==> src/rtl/inexrecur_pkg.sv <==
// Shared constants and entry layout for the inexact-recursion engine.
// Imported by the entry buffer and the recursion controller.
package inexrecur_pkg;

  localparam int MODE_FIFO  = 0;
  localparam int MODE_LIFO  = 1;
  localparam int DEF_DATA_W = 32;

  typedef struct packed {
    logic [7:0] depth;
    logic [7:0] node;
    logic [7:0] edits;
    logic [7:0] cost;
  } entry_t;

endpackage

==> src/rtl/inexrecur_mem_bank.sv <==
// Register array: one write port, NUM_P registered read ports,
// read-before-write. Ports: clk/rst_n, we/w_addr/w_data, rd_en/rd_addr/rd_zero -> rd_data.
module inexrecur_mem_bank #(
  parameter int DATA_W = 32,
  parameter int DEPTH  = 16,
  parameter int ADDR_W = $clog2(DEPTH),
  parameter int NUM_P  = 3
) (
  input  logic                    clk,
  input  logic                    rst_n,
  input  logic                    we,
  input  logic [ADDR_W-1:0]       w_addr,
  input  logic [DATA_W-1:0]       w_data,
  input  logic [NUM_P-1:0]        rd_en,
  input  logic [NUM_P*ADDR_W-1:0] rd_addr,
  input  logic [NUM_P-1:0]        rd_zero,
  output logic [NUM_P*DATA_W-1:0] rd_data
);

  logic [DATA_W-1:0] mem [DEPTH];

  always_ff @(posedge clk) begin
    if (we) mem[w_addr] <= w_data;
  end

  // Read registers reset so outputs are zero immediately on reset;
  // rd_zero forces a zero result for unoccupied addresses.
  for (genvar p = 0; p < NUM_P; p++) begin : g_rd
    logic [ADDR_W-1:0] a;
    assign a = rd_addr[p*ADDR_W +: ADDR_W];

    always_ff @(posedge clk or negedge rst_n) begin
      if (!rst_n) begin
        rd_data[p*DATA_W +: DATA_W] <= '0;
      end else if (rd_en[p]) begin
        rd_data[p*DATA_W +: DATA_W] <=
          rd_zero[p] ? '0 : mem[a];
      end
    end
  end

endmodule

==> src/rtl/inexrecur_entry_buffer.sv <==
// Entry buffer: FIFO/LIFO sequential port plus NUM_RD random-read channels.
// Ports: we/w_data push, seq_re pop, ran_* random reads, count/full/empty/overflow/underflow.
module inexrecur_entry_buffer
  import inexrecur_pkg::*;
#(
  parameter int DATA_W = DEF_DATA_W,
  parameter int DEPTH  = 16,
  parameter int ADDR_W = $clog2(DEPTH),
  parameter int NUM_RD = 2,
  parameter int LIFO   = MODE_FIFO
) (
  input  logic                     clk,
  input  logic                     rst_n,
  input  logic                     clr,
  input  logic                     we,
  input  logic [DATA_W-1:0]        w_data,
  input  logic                     seq_re,
  output logic [DATA_W-1:0]        seq_r_data,
  output logic                     seq_r_valid,
  output logic [ADDR_W-1:0]        out_r_addr,
  input  logic [NUM_RD-1:0]        ran_re,
  input  logic [NUM_RD*ADDR_W-1:0] ran_r_addr,
  output logic [NUM_RD*DATA_W-1:0] ran_r_data,
  output logic [NUM_RD-1:0]        ran_r_valid,
  output logic [ADDR_W:0]          count,
  output logic                     full,
  output logic                     empty,
  output logic                     overflow,
  output logic                     underflow
);

  localparam int NUM_P = 1 + NUM_RD;
  localparam logic [ADDR_W-1:0] A_ONE = 1;
  localparam logic [ADDR_W:0]   C_ONE = 1;
  localparam logic [ADDR_W:0]   C_MAX = (ADDR_W+1)'(DEPTH);
  localparam bit IS_LIFO = (LIFO == MODE_LIFO);

  logic [ADDR_W-1:0] wp;
  logic [ADDR_W-1:0] rp;
  logic [ADDR_W:0]   count_nxt;
  logic [ADDR_W-1:0] top_addr;
  logic [ADDR_W-1:0] w_addr;
  logic [ADDR_W-1:0] r_addr;
  logic              push_ok;
  logic              pop_ok;
  logic [NUM_RD-1:0] occ;

  logic [NUM_P-1:0]        rd_en;
  logic [NUM_P*ADDR_W-1:0] rd_addr;
  logic [NUM_P-1:0]        rd_zero;
  logic [NUM_P*DATA_W-1:0] rd_data;

  // A full buffer still takes a push when a pop frees a slot this cycle.
  assign pop_ok  = seq_re && !empty && !clr;
  assign push_ok = we && !clr && (!full || pop_ok);

  // count-1 truncated: a full LIFO wraps to DEPTH-1 correctly.
  assign top_addr = count[ADDR_W-1:0] - A_ONE;

  always_comb begin
    w_addr = wp;
    r_addr = rp;
    if (IS_LIFO) begin
      w_addr = pop_ok ? top_addr : count[ADDR_W-1:0];
      r_addr = top_addr;
    end
  end

  always_comb begin
    count_nxt = count;
    if (push_ok && !pop_ok) count_nxt = count + C_ONE;
    if (!push_ok && pop_ok) count_nxt = count - C_ONE;
  end

  for (genvar k = 0; k < NUM_RD; k++) begin : g_occ
    logic [ADDR_W-1:0] a;
    logic [ADDR_W-1:0] off;
    assign a   = ran_r_addr[k*ADDR_W +: ADDR_W];
    assign off = a - rp;
    assign occ[k] = IS_LIFO ? ({1'b0, a} < count)
                            : ({1'b0, off} < count);

    always_ff @(posedge clk or negedge rst_n) begin
      if (!rst_n) begin
        ran_r_valid[k] <= 1'b0;
      end else if (ran_re[k]) begin
        ran_r_valid[k] <= occ[k];
      end
    end
  end

  always_ff @(posedge clk or negedge rst_n) begin
    if (!rst_n) begin
      wp          <= '0;
      rp          <= '0;
      count       <= '0;
      full        <= 1'b0;
      empty       <= 1'b1;
      overflow    <= 1'b0;
      underflow   <= 1'b0;
      seq_r_valid <= 1'b0;
      out_r_addr  <= '0;
    end else if (clr) begin
      wp          <= '0;
      rp          <= '0;
      count       <= '0;
      full        <= 1'b0;
      empty       <= 1'b1;
      overflow    <= 1'b0;
      underflow   <= 1'b0;
      seq_r_valid <= 1'b0;
    end else begin
      if (push_ok && !IS_LIFO) wp <= wp + A_ONE;
      if (pop_ok && !IS_LIFO)  rp <= rp + A_ONE;
      count       <= count_nxt;
      full        <= (count_nxt == C_MAX);
      empty       <= (count_nxt == '0);
      seq_r_valid <= pop_ok;
      if (pop_ok) out_r_addr <= r_addr;
      if (we && !push_ok)    overflow  <= 1'b1;
      if (seq_re && !pop_ok) underflow <= 1'b1;
    end
  end

  assign rd_en   = {ran_re, pop_ok};
  assign rd_addr = {ran_r_addr, r_addr};
  assign rd_zero = {~occ, 1'b0};

  inexrecur_mem_bank #(
    .DATA_W (DATA_W),
    .DEPTH  (DEPTH),
    .ADDR_W (ADDR_W),
    .NUM_P  (NUM_P)
  ) u_bank (
    .clk     (clk),
    .rst_n   (rst_n),
    .we      (push_ok),
    .w_addr  (w_addr),
    .w_data  (w_data),
    .rd_en   (rd_en),
    .rd_addr (rd_addr),
    .rd_zero (rd_zero),
    .rd_data (rd_data)
  );

  assign seq_r_data = rd_data[DATA_W-1:0];
  assign ran_r_data = rd_data[NUM_P*DATA_W-1:DATA_W];

endmodule

==> config.mk <==
export PLATFORM = sky130hd
export DESIGN_NAME = inexrecur_entry_buffer
export DESIGN_NICKNAME = d
export VERILOG_FILES = /design/src/rtl/inexrecur_pkg.sv /design/src/rtl/inexrecur_mem_bank.sv /design/src/rtl/inexrecur_entry_buffer.sv
export SDC_FILE = /design/constraint.sdc
export NUM_CORES = 1
export LEC_CHECK = 0
export CORE_MARGIN = 5
export CORE_UTILIZATION = 40
export CTS_CLUSTER_SIZE = 40
export DETAILED_ROUTE_END_ITERATION = 12
export SYNTH_ARGS = -nofsm -noshare
export SYNTH_HDL_FRONTEND = slang
export SYNTH_SLANG_ARGS = --single-unit
==> constraint.sdc <==
create_clock -name clk -period 3 [get_ports clk]
set_input_delay 0.6 -clock clk [delete_from_list [all_inputs] [get_ports clk]]
set_output_delay 0.6 -clock clk [all_outputs]
set_load 0.01 [all_outputs]
==> results.md, run 1 <==
Synthesis:
- The number of instances in the synthesized netlist is 1850.
- In the synthesized netlist the dominant register cell turns out to be edfxtp_1.
- The synthesized design contains between 500 and 600 enable-type register cells.
- The share of flip-flops with an asynchronous set or reset is 0.1899.
- The post-synthesis instance area is roughly 0.032 mm2.
- The share of synthesized area in the top cell type comes to 0.4809.
- The synthesized area per cell is roughly 17 um2.
- Sorting the synthesized cells by area gives the leading types as edfxtp_1 48%, mux4_2 27%, dfrtp_1 9.3%.
- The biggest area contributor in the post-synthesis netlist is edfxtp_1.
- The Yosys step of the flow raised 0 warnings.
- Counting every net in the synthesized netlist gives 1918.
- The distinct cell type count after synthesis is 46.
- The number of synthesized register bits is between 600 and 700.
- The share of the Yosys chip area taken by registers is 0.5748.

Placed design:
- Routability-driven placement finished with a final weighted congestion of roughly 0.83.
- During placement, the flow inserted port buffers numbering 158.
- The placed cell count is about 3000.
- The detailed placer's ending HPWL is approximately 60000 um.

Power and ir drop:
- The internal cell power is 0.01716 W.
- The maximum vdd ir drop is 0.4231 mV.
- For this design the ratio of total power to cell area is around 600 mW/mm2.
- For this design the total switching power over the nets is about 0.0059 W.
- Summed over all cells, the static leakage comes to roughly 13 nW.
- Of the total power, the clock network draws 0.375.
- The share of total power dissipated in combinational logic is 0.175.
- Of the total power, the share spent switching nets is 0.2561.
- The portion of total power attributed to sequential cells is 0.450.

GRT:
- The most crowded layer after global routing is met2.
- For this run, global-route usage on met2 was measured as 0.3864.
- The total global routing overflow is 0.
- For this run, global-route usage on met3 was measured as 0.05869.
- For this run, global-route usage on met1 was measured as 0.3103.
- The global-route wire length before repair is between 100000 and 150000 um.
- The overall global routing resource usage is 0.2344.
- Entering global routing, the biggest net connects around 130 pins.
- The initial antenna violation count is 2.
- The number of global-route vias before repair is 20990.

Clock tree:
- At the later pin of the worst-skew pair, clock insertion delay measures 0.61 ns.
- After clock tree synthesis, the clock-pin slew on the worst setup and hold paths is 0.06 ns.
- The clock net in this run drives a total of between 600 and 700 sinks.
- The number of H-tree levels is 3.
- The hold-fix buffer count after cts is 1.
- The number of setup buffers added after CTS is 0.
- The clock root buffer master is clkbuf_16.
- The number of resized instances in the post-cts repair step is 0.
- Counting along the longest clock path gives a buffer depth of 3.
- Clock tree synthesis inserted a total of 71 buffers.
- TritonCTS built the clock tree.

Hold path:
- The worst hold path passes through 2 cells.
- The path with the worst hold slack has its endpoint at out_r_addr[0].
- The min-delay analysis places its worst path in the category flop to flop.
- The startpoint of the tightest hold check path is out_r_addr[0].

Timing:
- The setup TNS is 0 ns.
- The post-layout minimum cycle time is roughly 2.6 ns.
- The slew of the pin with the lowest slew margin is roughly 1.0 ns.
- The number of hold violations in the final report is 0.
- The share of the clock period used by the worst path is 0.8696.
- Setup violations remaining at the end of the flow were counted as 0.
- Setup repair after global routing left no endpoint under its margin.
- Across all hold checks on the routed design, the worst slack comes to around 0.47 ns.
- In this run the tightest slew margin relative to its limit is 0.3022.
- Static timing analysis puts the maximum clock frequency at about 380 MHz.
- The final setup skew is around 0.026 ns.
- The final max-slew violation count is 0.

Finish:
- The layout net count is 2104.
- The fill cell instance count of the final layout is ~6600.
- The number of antenna cells inserted is 0.
- For this run, the number of standard cells in the final layout without fillers is 3144.
- The synthesis-to-finish area growth is 19.76%.
- Of the cells placed in the final design, the portion with a size suffix greater than 1 is 0.3066.

Setup path:
- The minimum setup slack among reg-to-reg paths is about 0.39 ns.
- The critical path crosses 10 cells after its start point.
- The startpoint class of the critical path is a flop.
- At the worst endpoint, the required time is around 3.5 ns.
- On the worst path, the slowest cell contributes a delay of ~0.5 ns.
- The critical path class is flop to flop.
- The critical path buffer and inverter count is 2.
- Data on the critical path arrives at its endpoint at slightly above 3 ns.
- The worst setup path is captured at a flop.
- The signal on the critical path passes through inv_1 -> ha_1 -> a21o_1 -> a21oi_1 -> xnor2_1 -> ha_1 -> nand2_1 -> o221ai_4 -> buf_12 -> o22ai_1.
- Counting cells, the worst reg-to-reg path comes to 10.
- Counting stages on the worst path, the most repeated cell is ha_1.
- The start of the worst register-to-register path is r_addr[1].
- In this run the worst path has a maximum fanout of 33.
- The slowest cell on the critical path is dfrtp_4.
- The largest delay contributor family on the critical path is compound AO/OA/AOI/OAI gates.
- The worst register-to-register path ends at u_bank.rd_data[36].

Routing:
- The average wire per standard cell is around 32 um.
- The number of detailed-routing iterations run before antenna repair is 5.
- The count of nets left with antenna violations once routing finished came out at 0.
- The via count of the routed design is approximately 20000.
- The total DRC errors in the routed layout is 0.
- The final wirelength is between 100000 and 150000 um.
- The starting DRC count in detailed routing is 2119.
- Dividing the detail-routed via count by the number of cells gives about 6.4.

Floorplanning:
- The die is roughly 290 um wide.
- The die span in y is a little under 300 um.
- After floorplanning, the core was divided into 103 placement rows.
- During I/O placement, the number of pins put on the boundary was between 150 and 200.
- The total area inside the core boundary comes to 0.07913 mm2.
- The initial utilization of the core area, before any placement, comes to 0.4041.
- The total die area is between 0.08 and 0.09 mm2.

Status:
- The run finished with clean final reports.

Run:
- The reported max-cap violation count is 0.
## layout by cell type (no fill, tap or decap), drive strengths merged, types with 3 or more instances in the layout
cell,n
xnor2,12
mux2i,34
a22o,126
a221o,32
ha,19
nor3,33
xor2,4
nand2,113
and2,14
edfxtp,512
a21o,5
dfrtp,119
nor4b,3
o22ai,64
mux2,3
mux4,384
buf,118
clkdlybuf4s50,151
bufinv,3
nor2,82
o21ai,8
and3,4
inv,84
clkbuf,106
clkinv,23
a21oi,9
nor2b,5
## kinds of logic after synthesis
kind of cell,after synthesis,synth area share
simple gates,265,0.03655
compound gates,252,0.06301
buf+inv,243,0.03021
xor+xnor,16,0.004383
flops,632,0.5748
fa+ha+maj,21,0.008688
mux,421,0.2823
## metal layers
metal  wire length [um]  up-vias  share of wire
met3               9719      181          0.096
met5                 13        -        0.00013
met2              49470     1094           0.49
met1              39180    10670           0.39
li1                   -     8100              -
met4               3118        2          0.031
## metrics by stage
stage                     cell area (um2)  total power, W    util  setup slack, ns
final                               38290         0.02306  0.4839           0.3912
after global routing                38290         0.02389  0.4839           0.2633
after CTS                           38290         0.02324  0.4839           0.4128
after detailed placement            35970         0.01461  0.4546          0.03473
after global placement              35970         0.01457  0.4546          0.06978
after floorplan                     32000         0.01265       -          0.03035
## registers in the layout (all words and copies together), names as in the netlist
name and flops:
underflow 1, empty 1, u_bank.rd_data 96, count 5
ran_r_valid 2, out_r_addr 4, u_bank.mem 512, full 1
r_addr 4, overflow 1, w_addr 4, seq_r_valid 1
## worst register-to-register path, cell delays in order, from the launching register on
cell and delay [ns]:
dfrtp_4 0.49, inv_1 0.21, ha_1 0.28, a21o_1 0.17, a21oi_1 0.19, xnor2_1 0.11
ha_1 0.28, nand2_1 0.08, o221ai_4 0.18, buf_12 0.31, o22ai_1 0.17
## power groups by stage
stage | Sequential (W) | Clock (W) | Combinational, W
global route | 0.0104 | 0.00916 | 0.00430
floorplan | 0.0105 | 0 | 0.00210
finish | 0.0104 | 0.00864 | 0.00404
detailed placement | 0.0106 | 0 | 0.00406
CTS | 0.0104 | 0.00878 | 0.00407
global placement | 0.0106 | 0 | 0.00401
## synthesized netlist by cell type (all sizes together) (8+ instances only)
library cell / n
a21oi: 9
clkbuf: 103
and2: 14
mux2i: 34
nor2: 82
a221o: 32
ha: 19
xnor2: 12
nand2: 113
o22ai: 64
o21ai: 8
inv: 83
buf: 56
mux4: 384
a22o: 126
nor3: 33
dfrtp: 119
edfxtp: 512
## how the worst max path moves through the flow
stage	start	end	slack, ns
after floorplan	ran_r_addr[4]	u_bank.rd_data[64]	0.03
after global placement	ran_r_addr[2]	u_bank.rd_data[36]	0.07
after detailed placement	ran_r_addr[2]	u_bank.rd_data[36]	0.03
after CTS	r_addr[1]	u_bank.rd_data[36]	0.41
after global routing	r_addr[0]	u_bank.rd_data[27]	0.26
final	r_addr[1]	u_bank.rd_data[36]	0.39
## final cells by class
class,count,area (um2),share of cell area
clock inverter,27,222.7,0.005816
multi-input combinational,975,12740,0.3327
sequential,632,18390,0.4802
inverter,84,316.6,0.008267
tap,1050,1314,0.03431
clock buffer,104,2087,0.05450
timing repair buffer,272,3222,0.08414
(Power assumes the default switching activity.)
==> run 2, diff against run 1 <==
--- a/config.mk
+++ b/config.mk
@@ -9,6 +9,8 @@
 export CORE_UTILIZATION = 40
 export CTS_CLUSTER_SIZE = 40
 export DETAILED_ROUTE_END_ITERATION = 12
+export GPL_TIMING_DRIVEN = 0
+export SETUP_SLACK_MARGIN = 0.3
 export SYNTH_ARGS = -nofsm -noshare
 export SYNTH_HDL_FRONTEND = slang
 export SYNTH_SLANG_ARGS = --single-unit
==> run 2 against run 1 <==
  * Die area did not move
  * Sequential power barely moved
  * Combinational power rose by 14%
  * Non-clock buffer count is 73 higher
  * Power is 1.6% higher
  * Worst setup slack got worse by 0.33 ns
  * Flip-flop and latch count stayed put
  * Utilization increased by 0.60 points
  * Clock-buffer cell count up 3
  * Sequential share of layout area down 0.61 points
  * Via count rose by 4.7%
  * Critical endpoint is now u_bank.rd_data[88]
==> results.md, run 2 (same netlist as run 1, synthesis figures left out) <==
Clock tree:
- The total clock buffers created by CTS is 70 (-1.4%).
- The count of clock tree sinks is 632 (unchanged).
- The root buffer cell chosen for the clock tree is clkbuf_16.
- The maximum buffer depth of the clock tree is 3 (unchanged).
- The number of H-tree levels is 3 (unchanged).
- The register clock-pin slew on the reported worst setup and hold paths was 0.06 ns (about the same).
- The TritonCTS clock tree is yes.
- The clock latency at the later pin of the worst-skew pair came to 0.61 ns (about the same).

Floorplanning:
- The number of core rows came to 103 (unchanged).
- The number of primary I/O pins was 159 (unchanged).
- The die span in y is 292.7 um (unchanged).
- The starting density of the core is 0.4041 (unchanged).
- The die width is 292.7 um (unchanged).
- The area of the core came to 0.07913 mm2 (unchanged).
- The total die area is 0.08569 mm2 (unchanged).

Timing:
- Setup repair after global routing could not meet its margin everywhere.
- The worst slew margin relative to its limit is 0.01525 (-0.2870).
- The slew of the pin with the lowest slew margin was 1.477 ns (+0.4304 ns).
- The post-layout minimum cycle time was 2.935 ns (+0.3261 ns).
- The worst-case setup margin in the final layout was 0.06514 ns (-0.3261 ns).
- The achievable frequency was 340.7 MHz (-11%).
- The setup TNS is 0 ns (unchanged).
- The number of hold violations in the final report is 0 (unchanged).
- The final setup skew is 0.02451 ns (-0.0009966 ns).
- The final number of setup-violating endpoints is 0 (unchanged).
- The share of the clock period used by the worst path is 0.9783 (+0.1087).
- The final max-slew violation count is 0 (unchanged).

GRT:
- The overall global routing resource usage is 0.2567 (+0.02234).
- The number of global-route vias before repair is 21590 (+2.9%).
- The total global routing overflow is 0 (unchanged).
- The global-route wire length before repair is 157700 um (+7.8%).
- The pin count of the biggest net entering global routing is 70 (-47%).
- The initial antenna violation count came to 2 (unchanged).

Finish:
- The number of flip-flops in the largest register is 512 (unchanged).
- The total non-filler cell area in the finished layout is 0.03876 mm2 (+1.2%).
- The fraction of final layout cells sized beyond drive strength 1 is 0.3329 (+0.02628).
- The largest registers in the layout are u_bank.mem x512, u_bank.rd_data x96, count x5.
- The register name with the most flops is u_bank.mem.
- The final cell count without fillers is 3220 (+2.4%).
- From synthesis to final layout, the design area changed by 21.24%.
- In the layout the commonest cells are 512 x edfxtp_1, 384 x mux4_2, 151 x clkdlybuf4s50_1.
- The utilization after layout is 0.4899 (+0.005977).
- The fill cell instance count of the final layout is 6631 (+0.56%).
- Leaving out fill and tap cells, the most frequent cell in the layout is edfxtp_1.
- The layout net count is 2180 (+3.6%).

Routing:
- The starting DRC count in detailed routing was 2861 (+35%).
- The number of detailed-routing iterations run before antenna repair came to 7 (+2).
- The detailed route wirelength on metal2 was 53630 um (+8.4%).
- The total DRC errors in the routed layout came to 0 (unchanged).
- The via count of the routed design is 21000 (+4.7%).
- The highest routing layer actually used is met5.
- The average wire per standard cell is 34.83 um (+7.9%).
- The routed wire length on met3 is 11650 um (+20%).
- The final wirelength came to 112200 um (+11%).
- The via-per-instance ratio is 6.522 (+2.3%).
- The detailed-routing wirelength on met1 is 42630 um (+8.8%).
- The antenna violation net count after detailed routing is 0 (unchanged).

Power and ir drop:
- The power density over cell area is 604.7 mW/mm2 (+0.39%).
- The leakage component of the power is 13.17 nW (+1.2%).
- The maximum vdd ir drop is 0.3798 mV (-10%).

Run:
- The reported max-cap violation count is 0 (unchanged).

Placed design:
- The placed cell count is 3065 (+1.8%).
- The cell area after placement is 0.03524 mm2 (-2.0%).
- The routability-driven placement congestion ratio came to 0.8678 (+4.6%).
- The port buffer count was 152 (-3.8%).
- The pre-CTS setup slack is -1.306 ns (-1.341 ns).
- The detailed placer's ending HPWL is 73190 um (+22%).

Setup path:
- STA classifies the critical path startpoint as a primary input.
- The depth of the worst register-to-register path is 13 (+3).
- The worst setup path is captured at a flop.
- The endpoint of the lowest-slack register-to-register path is u_bank.rd_data[43].
- The critical path class is primary input to flop.
- The worst path required time is 3.51 ns (+0.05 ns).
- The signal arrival time at the worst endpoint is 3.45 ns (+0.38 ns).
- The top fanout value on the critical path is 10 (-70%).
- The minimum setup slack among reg-to-reg paths was 0.08 ns (-0.31 ns).
- The start of the worst register-to-register path is r_addr[1].

Status:
- The flow ran to the end, and the final reports show no timing, DRC or antenna violations.

Hold path:
- The startpoint identified for the worst hold timing path is out_r_addr[0].
- For hold timing, the worst endpoint is out_r_addr[0].
- The worst hold path stage count was 2 (unchanged).
- The worst hold path belongs to the class flop to flop.
==> run 2: layout make-up <==
cell class | instances | area (um2) | share of cell area
Clock inverter | 22 | 205.2 | 0.005294
Inverter | 84 | 320.3 | 0.008263
Buffer | 159 | 1005 | 0.02592
Antenna cell | 1 | 2.502 | 0.00006456
Multi-Input combinational cell | 979 | 13360 | 0.3448
Timing Repair Buffer | 186 | 2150 | 0.05545
Tap cell | 1050 | 1314 | 0.03389
Clock buffer | 107 | 2023 | 0.05219
Sequential cell | 632 | 18380 | 0.4742
==> run 2: what timing repair did <==
action                                  4_1_cts  5_1_grt
endpoints found under the hold margin         2        0
setup buffers                                12        2
hold buffers                                  1        0
resized for setup                           188       50
cloned                                       10        0
pin swaps                                    68       10
endpoints found under the setup margin      483      483
==> run 2: where the power goes <==
group	internal, W	leakage (nW)	total [W]	switching [W]
logic	0.00232	5.89	0.00459	0.00227
clock network	0.00493	1.09	0.00851	0.00358
registers	0.00995	6.19	0.0103	0.000394
total	0.0172	13.2	0.0234	0.00624
==> run 2: worst max path at each step <==
stage,startpoint,endpoint,slack (ns),cells past startpoint
CTS,r_addr[1],u_bank.rd_data[94],0.10,12
finish,ran_r_addr[6],u_bank.rd_data[88],0.07,7
global route,r_addr[1],u_bank.rd_data[43],0.05,15
detailed placement,r_addr[2],u_bank.rd_data[66],-1.31,12
floorplan,ran_r_addr[4],u_bank.rd_data[64],0.31,12
global placement,rst_n,u_bank.rd_data[6],-4.39,1
==> run 2: critical path: stages <==
cell	delay, ns
clkdlybuf4s50_1	0.58
clkbuf_1	0.31
nor2b_1	0.65
clkbuf_1	0.73
a22o_1	0.34
nor2_1	0.11
o22ai_4	0.12
==> run 2: metal layers <==
metal,GRT usage,up-vias
li1,-,8261
met3,0.06172,227
met1,0.3460,11180
met4,0.09178,2
met2,0.4120,1331
met5,0,-
==> run 2: through the flow <==
stage	total power (W)	hold WS (ns)
5_1_grt	0.02418	0.5034
4_1_cts	0.02345	0.4931
3_3_place_gp	0.01462	0.4788
6_report	0.02344	0.4856
3_5_place_dp	0.01468	0.4798
2_1_floorplan	0.01269	0.3044
==> run 3, diff against run 2 <==
--- a/config.mk
+++ b/config.mk
@@ -5,11 +5,14 @@
 export SDC_FILE = /design/constraint.sdc
 export NUM_CORES = 1
 export LEC_CHECK = 0
+export CELL_PAD_IN_SITES_DETAIL_PLACEMENT = 2
+export CELL_PAD_IN_SITES_GLOBAL_PLACEMENT = 2
 export CORE_MARGIN = 5
 export CORE_UTILIZATION = 40
 export CTS_CLUSTER_SIZE = 40
 export DETAILED_ROUTE_END_ITERATION = 12
 export GPL_TIMING_DRIVEN = 0
+export PLACE_DENSITY_LB_ADDON = 0.1
 export SETUP_SLACK_MARGIN = 0.3
 export SYNTH_ARGS = -nofsm -noshare
 export SYNTH_HDL_FRONTEND = slang
==> constraint.sdc (replaced) <==
create_clock -name clk -period 2.9 [get_ports clk]
set_input_delay 0.58 -clock clk [delete_from_list [all_inputs] [get_ports clk]]
set_output_delay 0.58 -clock clk [all_outputs]
set_load 0.01 [all_outputs]
==> run 3 against run 2 <==
  * The run now ends with setup timing left
  * Sequential power grew 4%
  * Power grew 5.6%
  * Critical path depth rose by 1
  * Via count up 4.1%
  * Clock power is 7.2% higher
  * Critical path type unchanged
  * Critical endpoint is now u_bank.rd_data[70]
  * Largest cell class unchanged
==> results.md, run 3 (same netlist as run 1, synthesis figures left out) <==
Routing:
- The total DRC errors in the routed layout is 0 (unchanged).
- The average wire per standard cell was 40.37 um (+16%).
- The via count of the routed design is 21870 (+4.1%).
- The starting DRC count in detailed routing is 2754 (-3.7%).
- The antenna violation net count after detailed routing came to 0 (unchanged).
- The via-per-instance ratio is 6.676 (+2.4%).
- The final wirelength was 132200 um (+18%).
- The number of detailed-routing iterations run before antenna repair is 6 (-1).

Clock tree:
- TritonCTS built the clock tree.
- The cell sitting at the root of the clock tree is a clkbuf_16.
- The number of H-tree levels is 3 (unchanged).
- The maximum buffer depth of the clock tree came to 3 (unchanged).
- The register clock-pin slew on the reported worst setup and hold paths is 0.06 ns (about the same).
- The total clock buffers created by CTS is 74 (+5.7%).
- The clock latency at the later pin of the worst-skew pair is 0.63 ns (+0.02 ns).
- The count of clock tree sinks was 632 (unchanged).

Hold path:
- The class of the tightest hold or removal check is flop to flop.
- The startpoint of the tightest hold check path is out_r_addr[2].
- The worst hold path stage count is 2 (unchanged).
- The worst hold path endpoint is out_r_addr[2].

Timing:
- The worst-case setup margin in the final layout is -0.03173 ns (-0.09688 ns).
- The final number of setup-violating endpoints came to 7 (+7).
- The slew of the pin with the lowest slew margin came to 1.421 ns (-0.05614 ns).
- The number of hold violations in the final report is 0 (unchanged).
- The post-layout minimum cycle time is 2.932 ns.
- The final max-slew violation count is 0 (unchanged).
- The setup TNS came to -0.1032 ns (-0.1032 ns).
- In the finished design, the share of the clock period the worst path needs comes to 1.011.
- Timing would allow up to between 300 and 400 MHz.
- The final setup skew is 0.02778 ns (+0.003265 ns).
- Setup repair after global routing could not meet its margin everywhere.
- The worst hold margin was 0.4857 ns (+0.0001040 ns).
- The worst slew margin relative to its limit is 0.05267 (+0.03743).

Status:
- The flow ran to the end, but the final reports show violations.
- The final reports fail on setup timing.

GRT:
- The pin count of the biggest net entering global routing came to 66 (-5.7%).
- The total global routing overflow was 0 (unchanged).
- The global-route wire length before repair was 181300 um (+15%).
- The overall global routing resource usage was 0.2998 (+0.04310).
- The number of global-route vias before repair is 23190 (+7.4%).
- The initial antenna violation count is 3 (+1).

Finish:
- The number of antenna cells inserted is 0 (-1).
- The number of flip-flops in the largest register came to 512 (unchanged).
- The fill cell instance count of the final layout was 7004 (+5.6%).
- The most common cell after layout, fill and taps aside is edfxtp_1.
- The synthesis-to-finish area growth is 23.86%.
- The top cell types in the final layout, fill and taps aside, are 512 x edfxtp_1, 384 x mux4_2, 151 x clkdlybuf4s50_1.
- The utilization after layout was 0.5004 (+0.01056).
- The layout net count came to 2234 (+2.5%).
- The fraction of final layout cells sized beyond drive strength 1 came to 0.3551 (+0.02218).
- In the final layout, the registers with the most flip-flops are u_bank.mem x512, u_bank.rd_data x96, count x5.
- Counting flops per register, the top entry is u_bank.mem.

Power and ir drop:
- The portion of total power attributed to sequential cells is 0.431 (-0.010).
- The combinational power share was 0.201 (+0.005).
- The leakage component of the power is 13.58 nW (+3.1%).
- The switching part of the total was 0.2738 (+0.007458).
- The clock group share of total power is 0.368 (+0.005).
- The power density over cell area is 624.8 mW/mm2 (+3.3%).
- The switching component of the power was 0.006775 W (+8.5%).
- The internal cell power is 0.01797 W (+4.5%).
- The post-layout total power came to 0.02474 W (+5.6%).
- The maximum vdd ir drop is 0.4424 mV (+16%).

Floorplanning:
- The number of primary I/O pins is 159 (unchanged).
- The total die area is 0.08569 mm2 (unchanged).
- The die width came to 292.7 um (unchanged).
- The starting density of the core is 0.4041 (unchanged).
- The die span in y was 292.7 um (unchanged).
- The number of core rows came to 103 (unchanged).
- The area of the core was 0.07913 mm2 (unchanged).

Setup path:
- The start of the worst register-to-register path is r_addr[1].
- The minimum setup slack among reg-to-reg paths was -0.02 ns (-0.10 ns).
- The critical path class is primary input to flop.
- The depth of the worst register-to-register path is 14 (+1).
- The critical path capture point type is a flop.
- The worst path required time came to 3.36 ns (-0.15 ns).
- The signal arrival time at the worst endpoint was 3.39 ns (-0.06 ns).
- In this run the critical register-to-register path is captured at u_bank.rd_data[64].
- STA classifies the critical path startpoint as a primary input.
- The top fanout value on the critical path is 10 (unchanged).

Placed design:
- The port buffer count is 152 (unchanged).
- The routability-driven placement congestion ratio is 0.8215 (-5.3%).
- The detailed placer's ending HPWL is 80260 um (+9.7%).

Run:
- The reported max-cap violation count is 0 (unchanged).
run 3: what timing repair did:
item / in CTS / in global routing
pin swaps: 29 / 13
cloned: 14 / 5
hold buffers: 1 / 0
gates resized for setup: 180 / 105
setup endpoints to repair: 613 / 285
setup buffers: 33 / 29
hold endpoints to repair: 29 / 0
run 3: cell type report:
cell class	instances	area, um2	share of cell area
tap	1050	1314	0.03318
clock inverter	24	150.1	0.003792
clock buffer	111	2165	0.05466
inverter	84	335.3	0.008468
sequential	632	18380	0.4642
timing repair buffer	227	2773	0.07002
buffer	159	1106	0.02793
multi-input combinational	988	13380	0.3378
run 3: power groups by stage:
stage,sequential [W],combinational (W),clock (W)
2_1_floorplan,0.0109,0.00223,0
3_3_place_gp,0.0108,0.00438,0
3_5_place_dp,0.0108,0.00450,0
4_1_cts,0.0107,0.00478,0.00923
5_1_grt,0.0107,0.00520,0.00962
6_report,0.0107,0.00497,0.00912
run 3: through the flow:
step	std cells	setup WS (ns)	cell area, um2
after global routing	3275	-0.04036	39600
after CTS	3239	0.008078	38680
after global placement	3052	-4.617	35030
after floorplan	1850	0.2575	32190
after detailed placement	3056	-1.536	35120
final	3275	-0.03173	39600
run 3: worst max-delay path, stage by stage:
cell	delay, ns
clkdlybuf4s50_1	0.61
clkbuf_2	0.38
buf_2	0.44
clkbuf_2	0.44
mux4_2	0.37
a22o_1	0.22
nor2_1	0.21
o22ai_2	0.11
run 3: worst max path at each step:
stage                              from            endpoint  slack (ns)  cells past startpoint
final                     ran_r_addr[5]  u_bank.rd_data[70]       -0.03                      8
after global routing          r_addr[1]  u_bank.rd_data[94]       -0.04                     14
after CTS                     r_addr[1]  u_bank.rd_data[74]       0.008                     12
after detailed placement  ran_r_addr[1]  u_bank.rd_data[51]       -1.54                      8
after global placement            rst_n   u_bank.rd_data[3]       -4.62                      1
after floorplan           ran_r_addr[4]  u_bank.rd_data[64]        0.26                     12
run 3: metal layers:
layer / wire length (um) / global-route usage / up-vias
met5: 41 / 0 / -
met4: 3581 / 0.1054 / 6
met3: 12030 / 0.06786 / 175
met2: 64900 / 0.4874 / 1264
met1: 51660 / 0.4020 / 12040
li1: - / - / 8380
==> patch 1: new RTL, settings of run 1 <==
Put one more register stage on the output `overflow`. The value now appears one clock later. The other outputs are not delayed to match.
--- a/src/rtl/inexrecur_entry_buffer.sv
+++ b/src/rtl/inexrecur_entry_buffer.sv
@@ -36,2 +36,4 @@
   localparam bit IS_LIFO = (LIFO == MODE_LIFO);
+
+  logic overflow_s0;
 
@@ -98,3 +100,3 @@
       empty       <= 1'b1;
-      overflow    <= 1'b0;
+      overflow_s0 <= 1'b0;
       underflow   <= 1'b0;
@@ -108,3 +110,3 @@
       empty       <= 1'b1;
-      overflow    <= 1'b0;
+      overflow_s0 <= 1'b0;
       underflow   <= 1'b0;
@@ -119,3 +121,3 @@
       if (pop_ok) out_r_addr <= r_addr;
-      if (we && !push_ok)    overflow  <= 1'b1;
+      if (we && !push_ok)    overflow_s0 <= 1'b1;
       if (seq_re && !pop_ok) underflow <= 1'b1;
@@ -148,2 +150,6 @@
 
+  always_ff @(posedge clk) begin
+    overflow <= overflow_s0;
+  end
+
 endmodule
Formal check against the unedited RTL: same outputs for any inputs over 4 cycles, from zero or initial values and one cycle with rst_n low; that may be too few to reach the edited logic, so the function may still have changed.
==> patch 1 against run 1 <==
Routed wire length shrank 2.3%; global-route usage shrank 0.46 points; total power grew 1.2%; setup slack lost 0.016 ns; count of clock-buffer cells in the layout shrank 1; combinational power shrank 1%; fmax shrank 0.61%; die area is essentially flat; synthesized area is essentially flat; design area shrank 0.40%; critical path depth is the same; sequential cell count grew 1; synthesized cell count is essentially flat; worst hold slack lost 0.46 ns; critical path type unchanged; largest power group unchanged.
==> patch 1: results (changes against run 1) <==
- TritonCTS Buffers: 70 (-1.4%)
- Slack of the worst reg-to-reg path: 0.38 ns (-0.02 ns)
- M1 GR Usage: 31.43% (+0.40 points)
- Largest regs: u_bank.mem (512), u_bank.rd_data (96), count (5)
- Post-Layout Cell Count: 3,126 (-0.57%)
- Slowest cell on crit path: dfrtp_4
- Setup crit end: u_bank.rd_data[59]$_DFFE_PN0P_
- Unique cell type count in the Yosys netlist: 47 (+2.2%)
- Max Used Layer: met5
- Crit path launch: r_addr[1]$_DFFE_PN0P_
- Post-synthesis sequential area ratio: 57.51% (about the same)
- Ys async rst share: 18.96% (-0.030 points)
- # resized after CTS: 0 (unchanged)
- Worst vdd ir: 0.3406 mV (-19%)
- Syn avg cell area: 17.28 um2 (about the same)
- Initial antenna violation count: 3 (+1)
- Vias in the first global route: 20,830 (-0.76%)
- Grt met2 use: 38.51% (-0.13 points)
- Via Count: 19,900 (-0.77%)
- Area post-placement: 0.03574 mm2 (-0.65%)
- Routed met3 length: 8247 um (-15%)
- Fmax: 381.0 MHz (-0.61%)
- Slew headroom: 30.01% (-0.21 points)
- TritonRoute pass-1 iters: 6 (+1)
- Pre-CTS setup slack: -0.02972 ns (-0.06444 ns)
- Worst hold path type: primary input to async pin
- HPWL after detailed placement: 56,800 um (-5.6%)
- Sw frac: 25.18% (-0.43 points)
- Layout Nets: 2,084 (-0.95%)
- Slowest Stage Delay on Critical Path: 0.49 ns (about the same)
- Ranking of synthesized cells by area: edfxtp_1 48%, mux4_2 27%, dfrtp_1 9.3%, a22o_1 3.4%, nand2_1 1.3%
- Placed Cells: 2,994 (-0.60%)
- Hold WS: 0.01300 ns (-0.4586 ns)
- CTS Root Cell: clkbuf_16
- Pleak: 12.94 nW (-0.58%)
- Iteration-0 DRC Markers: 2,252 (+6.3%)
- Met2 wire len: 49,110 um (-0.73%)
- Met1 Wirelength: 39,500 um (+0.83%)
- Syn nets: 1,919 (+0.052%)
- Design area: 0.03814 mm2 (-0.40%)
- GPL Wtd Cong: 0.8170 (-1.5%)
- Crit path max-delay family: compound AO/OA/AOI/OAI gates
- Post-CTS Setup Inserts: 0 (unchanged)
- Fill cells: 6,569 (-0.38%)
- Met3 usage: 4.003% (-1.9 points)
- Layout cells sized above 1: 30.42% (-0.23 points)
- Largest net degree at the start of global routing: 132 (unchanged)
- Post-synth EDFFs: 512 (unchanged)
- First-pass GRT wire length: 144,700 um (-1.1%)
- Post-Route WL: 99,190 um (-2.3%)
- # H-tree levels: 3 (unchanged)
- Clock Path Buffers: 3 (unchanged)
- Status: complete, no violations
- Total track usage: 22.97% (-0.46 points)
- Worst clock skew: 0.02913 ns (+0.003618 ns)
[patch 1: power groups by stage]
stage                     logic [mW]  clock network, mW  registers [mW]
after detailed placement        4.03                  0            10.6
after floorplan                 2.11                  0            10.6
after CTS                       4.04               9.07            10.4
after global routing            4.28               9.44            10.4
final                           4.00               8.93            10.4
after global placement          4.00                  0            10.6
[patch 1: layout make-up]
cell class	instances	share of cell area [%]
diodes	2	0.01312
clock buffers	103	5.407
clock inverters	27	0.8760
inverters	84	0.8301
multi-input cells	975	33.41
flip-flops and latches	633	48.27
well taps	1050	3.445
repair buffers	252	7.753
[patch 1: cell families after synthesis]
kind of cell	count (synthesis)	share of synthesized area (%)
multiplexers	421	28.21
flip-flops	633	57.51
XOR/XNOR	16	0.4380
adder cells (fa/ha/maj)	21	0.8682
buffers and inverters	243	3.027
AND/OR/NAND/NOR	265	3.653
AO/OA/AOI/OAI	252	6.296
==> patch 2: new RTL, settings of run 1 <==
Without the edit above. The parameter `NUM_RD` goes from 2 to 1.
--- a/src/rtl/inexrecur_entry_buffer.sv
+++ b/src/rtl/inexrecur_entry_buffer.sv
@@ -8,3 +8,3 @@
   parameter int ADDR_W = $clog2(DEPTH),
-  parameter int NUM_RD = 2,
+  parameter int NUM_RD = 1,
   parameter int LIFO   = MODE_FIFO
Interface: changed (resized ran_r_addr, ran_r_data, ran_r_valid and ran_re); port bits go from 159 to 121. The function was not compared with the original's and may differ.
==> patch 2 against run 1 <==
The flow now finishes with violations (DRC); worst hold slack lost 0.0028 ns; count of clock-buffer cells in the layout shrank 19; clock skew decreased by 0.0054 ns; design area decreased by 16%; routed wire length fell by 27%; global-route usage shrank 3.2 points; total power decreased by 9.6%; combinational power shrank 23%; sequential cell count decreased by 33; setup slack improved by 0.070 ns; synthesized area shrank 16%; critical path depth down 1; largest cell class unchanged.
==> patch 2: results (changes against run 1) <==
- Status: finished with violations
- Failing checks: DRC
- Ys Warns: 0 (unchanged)
- TritonRoute pass-1 iters: 9 (+4)
- Worst clock skew: 0.02008 ns (-0.005430 ns)
- Total track usage: 20.26% (-3.2 points)
- First-pass GRT wire length: 109,200 um (-25%)
- Vias in the first global route: 15,970 (-24%)
- Fill cells: 5,525 (-16%)
- Clk_lat worst skew: 0.63 ns (+0.02 ns)
- Worst-Margin Slew: 1.010 ns (-0.03651 ns)
- Xor/xnor share of the synthesized area: 0.4181% (-0.020 points)
- Critical-path maximum fanout: 22 (-33%)
- Hold WS: 0.4688 ns (-0.002813 ns)
- Iteration-0 DRC Markers: 1,470 (-31%)
- GPL Wtd Cong: 0.7497 (-9.6%)
- Worst hold path type: primary input to async pin
- Register-to-Register Path Depth: 9 (-1)
- Placed Cells: 2,408 (-20%)
- Pre-CTS setup slack: -0.09932 ns (-0.1340 ns)
- Ranking of synthesized cells by area: edfxtp_1 57%, mux4_2 21%, dfrtp_1 8.0%, a22o_1 2.0%, nand2_1 1.6%
- Initial antenna violation count: 2 (unchanged)
- CTS Root Cell: clkbuf_16
- Layout Nets: 1,655 (-21%)
- Syn avg cell area: 18.56 um2 (+7.4%)
- CP endpoint kind: register
- Crit path launch: r_addr[0]$_DFFE_PN0P_
- Ys async rst share: 14.52% (-4.5 points)
- Post-synthesis mux area share: 22.73% (-5.5 points)
- Setup ws final: 0.4609 ns (+0.06963 ns)
- Most common library cells after synthesis: 512 x edfxtp_1, 256 x mux4_2, 114 x nand2_1
- Post-synthesis sequential area ratio: 65.17% (+7.7 points)
- PortBufs: 120 (-24%)
- Clock Path Buffers: 3 (unchanged)
- Area post-placement: 0.02995 mm2 (-17%)
- Hold buffer count at CTS: 1 (unchanged)
- Post-synthesis compound-gate area fraction: 4.608% (-1.7 points)
- Largest regs: u_bank.mem (512), u_bank.rd_data (64), count (5)
- Via Count: 15,140 (-24%)
- WL per Instance: 29.53 um (-8.5%)
- Worst vdd ir: 0.4322 mV (+2.2%)
- Pleak: 10.79 nW (-17%)
- HPWL after detailed placement: 42,510 um (-29%)
- Residual DRC: 2 (+2)
- Int Power: 15.80 mW (-7.9%)
- Layout cells sized above 1: 28.65% (-2.0 points)
- # H-tree levels: 2 (-1)
- Reg-to-Reg End: u_bank.rd_data[45]$_DFFE_PN0P_
- Area share of fa/ha/maj cells after synthesis: 0.6782% (-0.19 points)
- Post-Layout Cell Count: 2,525 (-20%)
- Syn nets: 1,507 (-21%)
- TritonCTS Buffers: 61 (-14%)
- Unique cell type count in the Yosys netlist: 52 (+13%)
## patch 2: cell types whose count changed in the layout (fill, tap and decap cells not counted), sizes merged, moves of 8 or more
cell / change
dfrtp: -33
mux4: -128
inv: -36
a22o: -64
o22ai: -32
clkbuf: -20
clkdlybuf4s50: -35
nor2: -37
buf: -40
and2: -8
## patch 2: power groups by stage
stage | clock, mW | sequential [mW] | combinational (mW)
final | 7.96 | 9.76 | 3.12
after global routing | 8.45 | 9.80 | 3.37
after CTS | 8.12 | 9.77 | 3.18
after detailed placement | 0 | 9.94 | 3.17
after global placement | 0 | 9.93 | 3.15
after floorplan | 0 | 9.93 | 1.73
## patch 2: area by class of cell
class                           count  area, um2  area share, %
Antenna cell                        1      2.502       0.007801
Timing Repair Buffer              196       2356          7.345
Clock inverter                     30      357.8          1.116
Clock buffer                       85       1758          5.480
Multi-Input combinational cell    694       8771          27.34
Inverter                           47      177.7         0.5539
Tap cell                          873       1092          3.405
Sequential cell                   599      17560          54.75
## patch 2: routing by layer
| metal | vias to the layer above | part of all wire (%) | global-route usage [%] |
|---|---|---|---|
| li1 | 6317 | - | - |
| met1 | 8174 | 42 | 28.13 |
| met2 | 557 | 50 | 34.04 |
| met3 | 93 | 6.8 | 3.503 |
| met4 | 0 | 1.8 | 4.430 |
| met5 | - | 0 | 0 |
## patch 2: cells by family after synthesis
family | Yosys count
compound gates | 151
xor+xnor | 12
buf+inv | 158
mux | 291
fa+ha+maj | 14
flops | 599
simple gates | 226
## patch 2: critical path, cell delays in order, from the launching register on
cell and delay (ns):
dfrtp_4 0.52, ha_1 0.19, inv_1 0.08, fa_1 0.41, ha_1 0.28, a21o_1 0.15, a21oi_1 0.24, o221ai_4 0.17
buf_12 0.22, o22ai_1 0.16
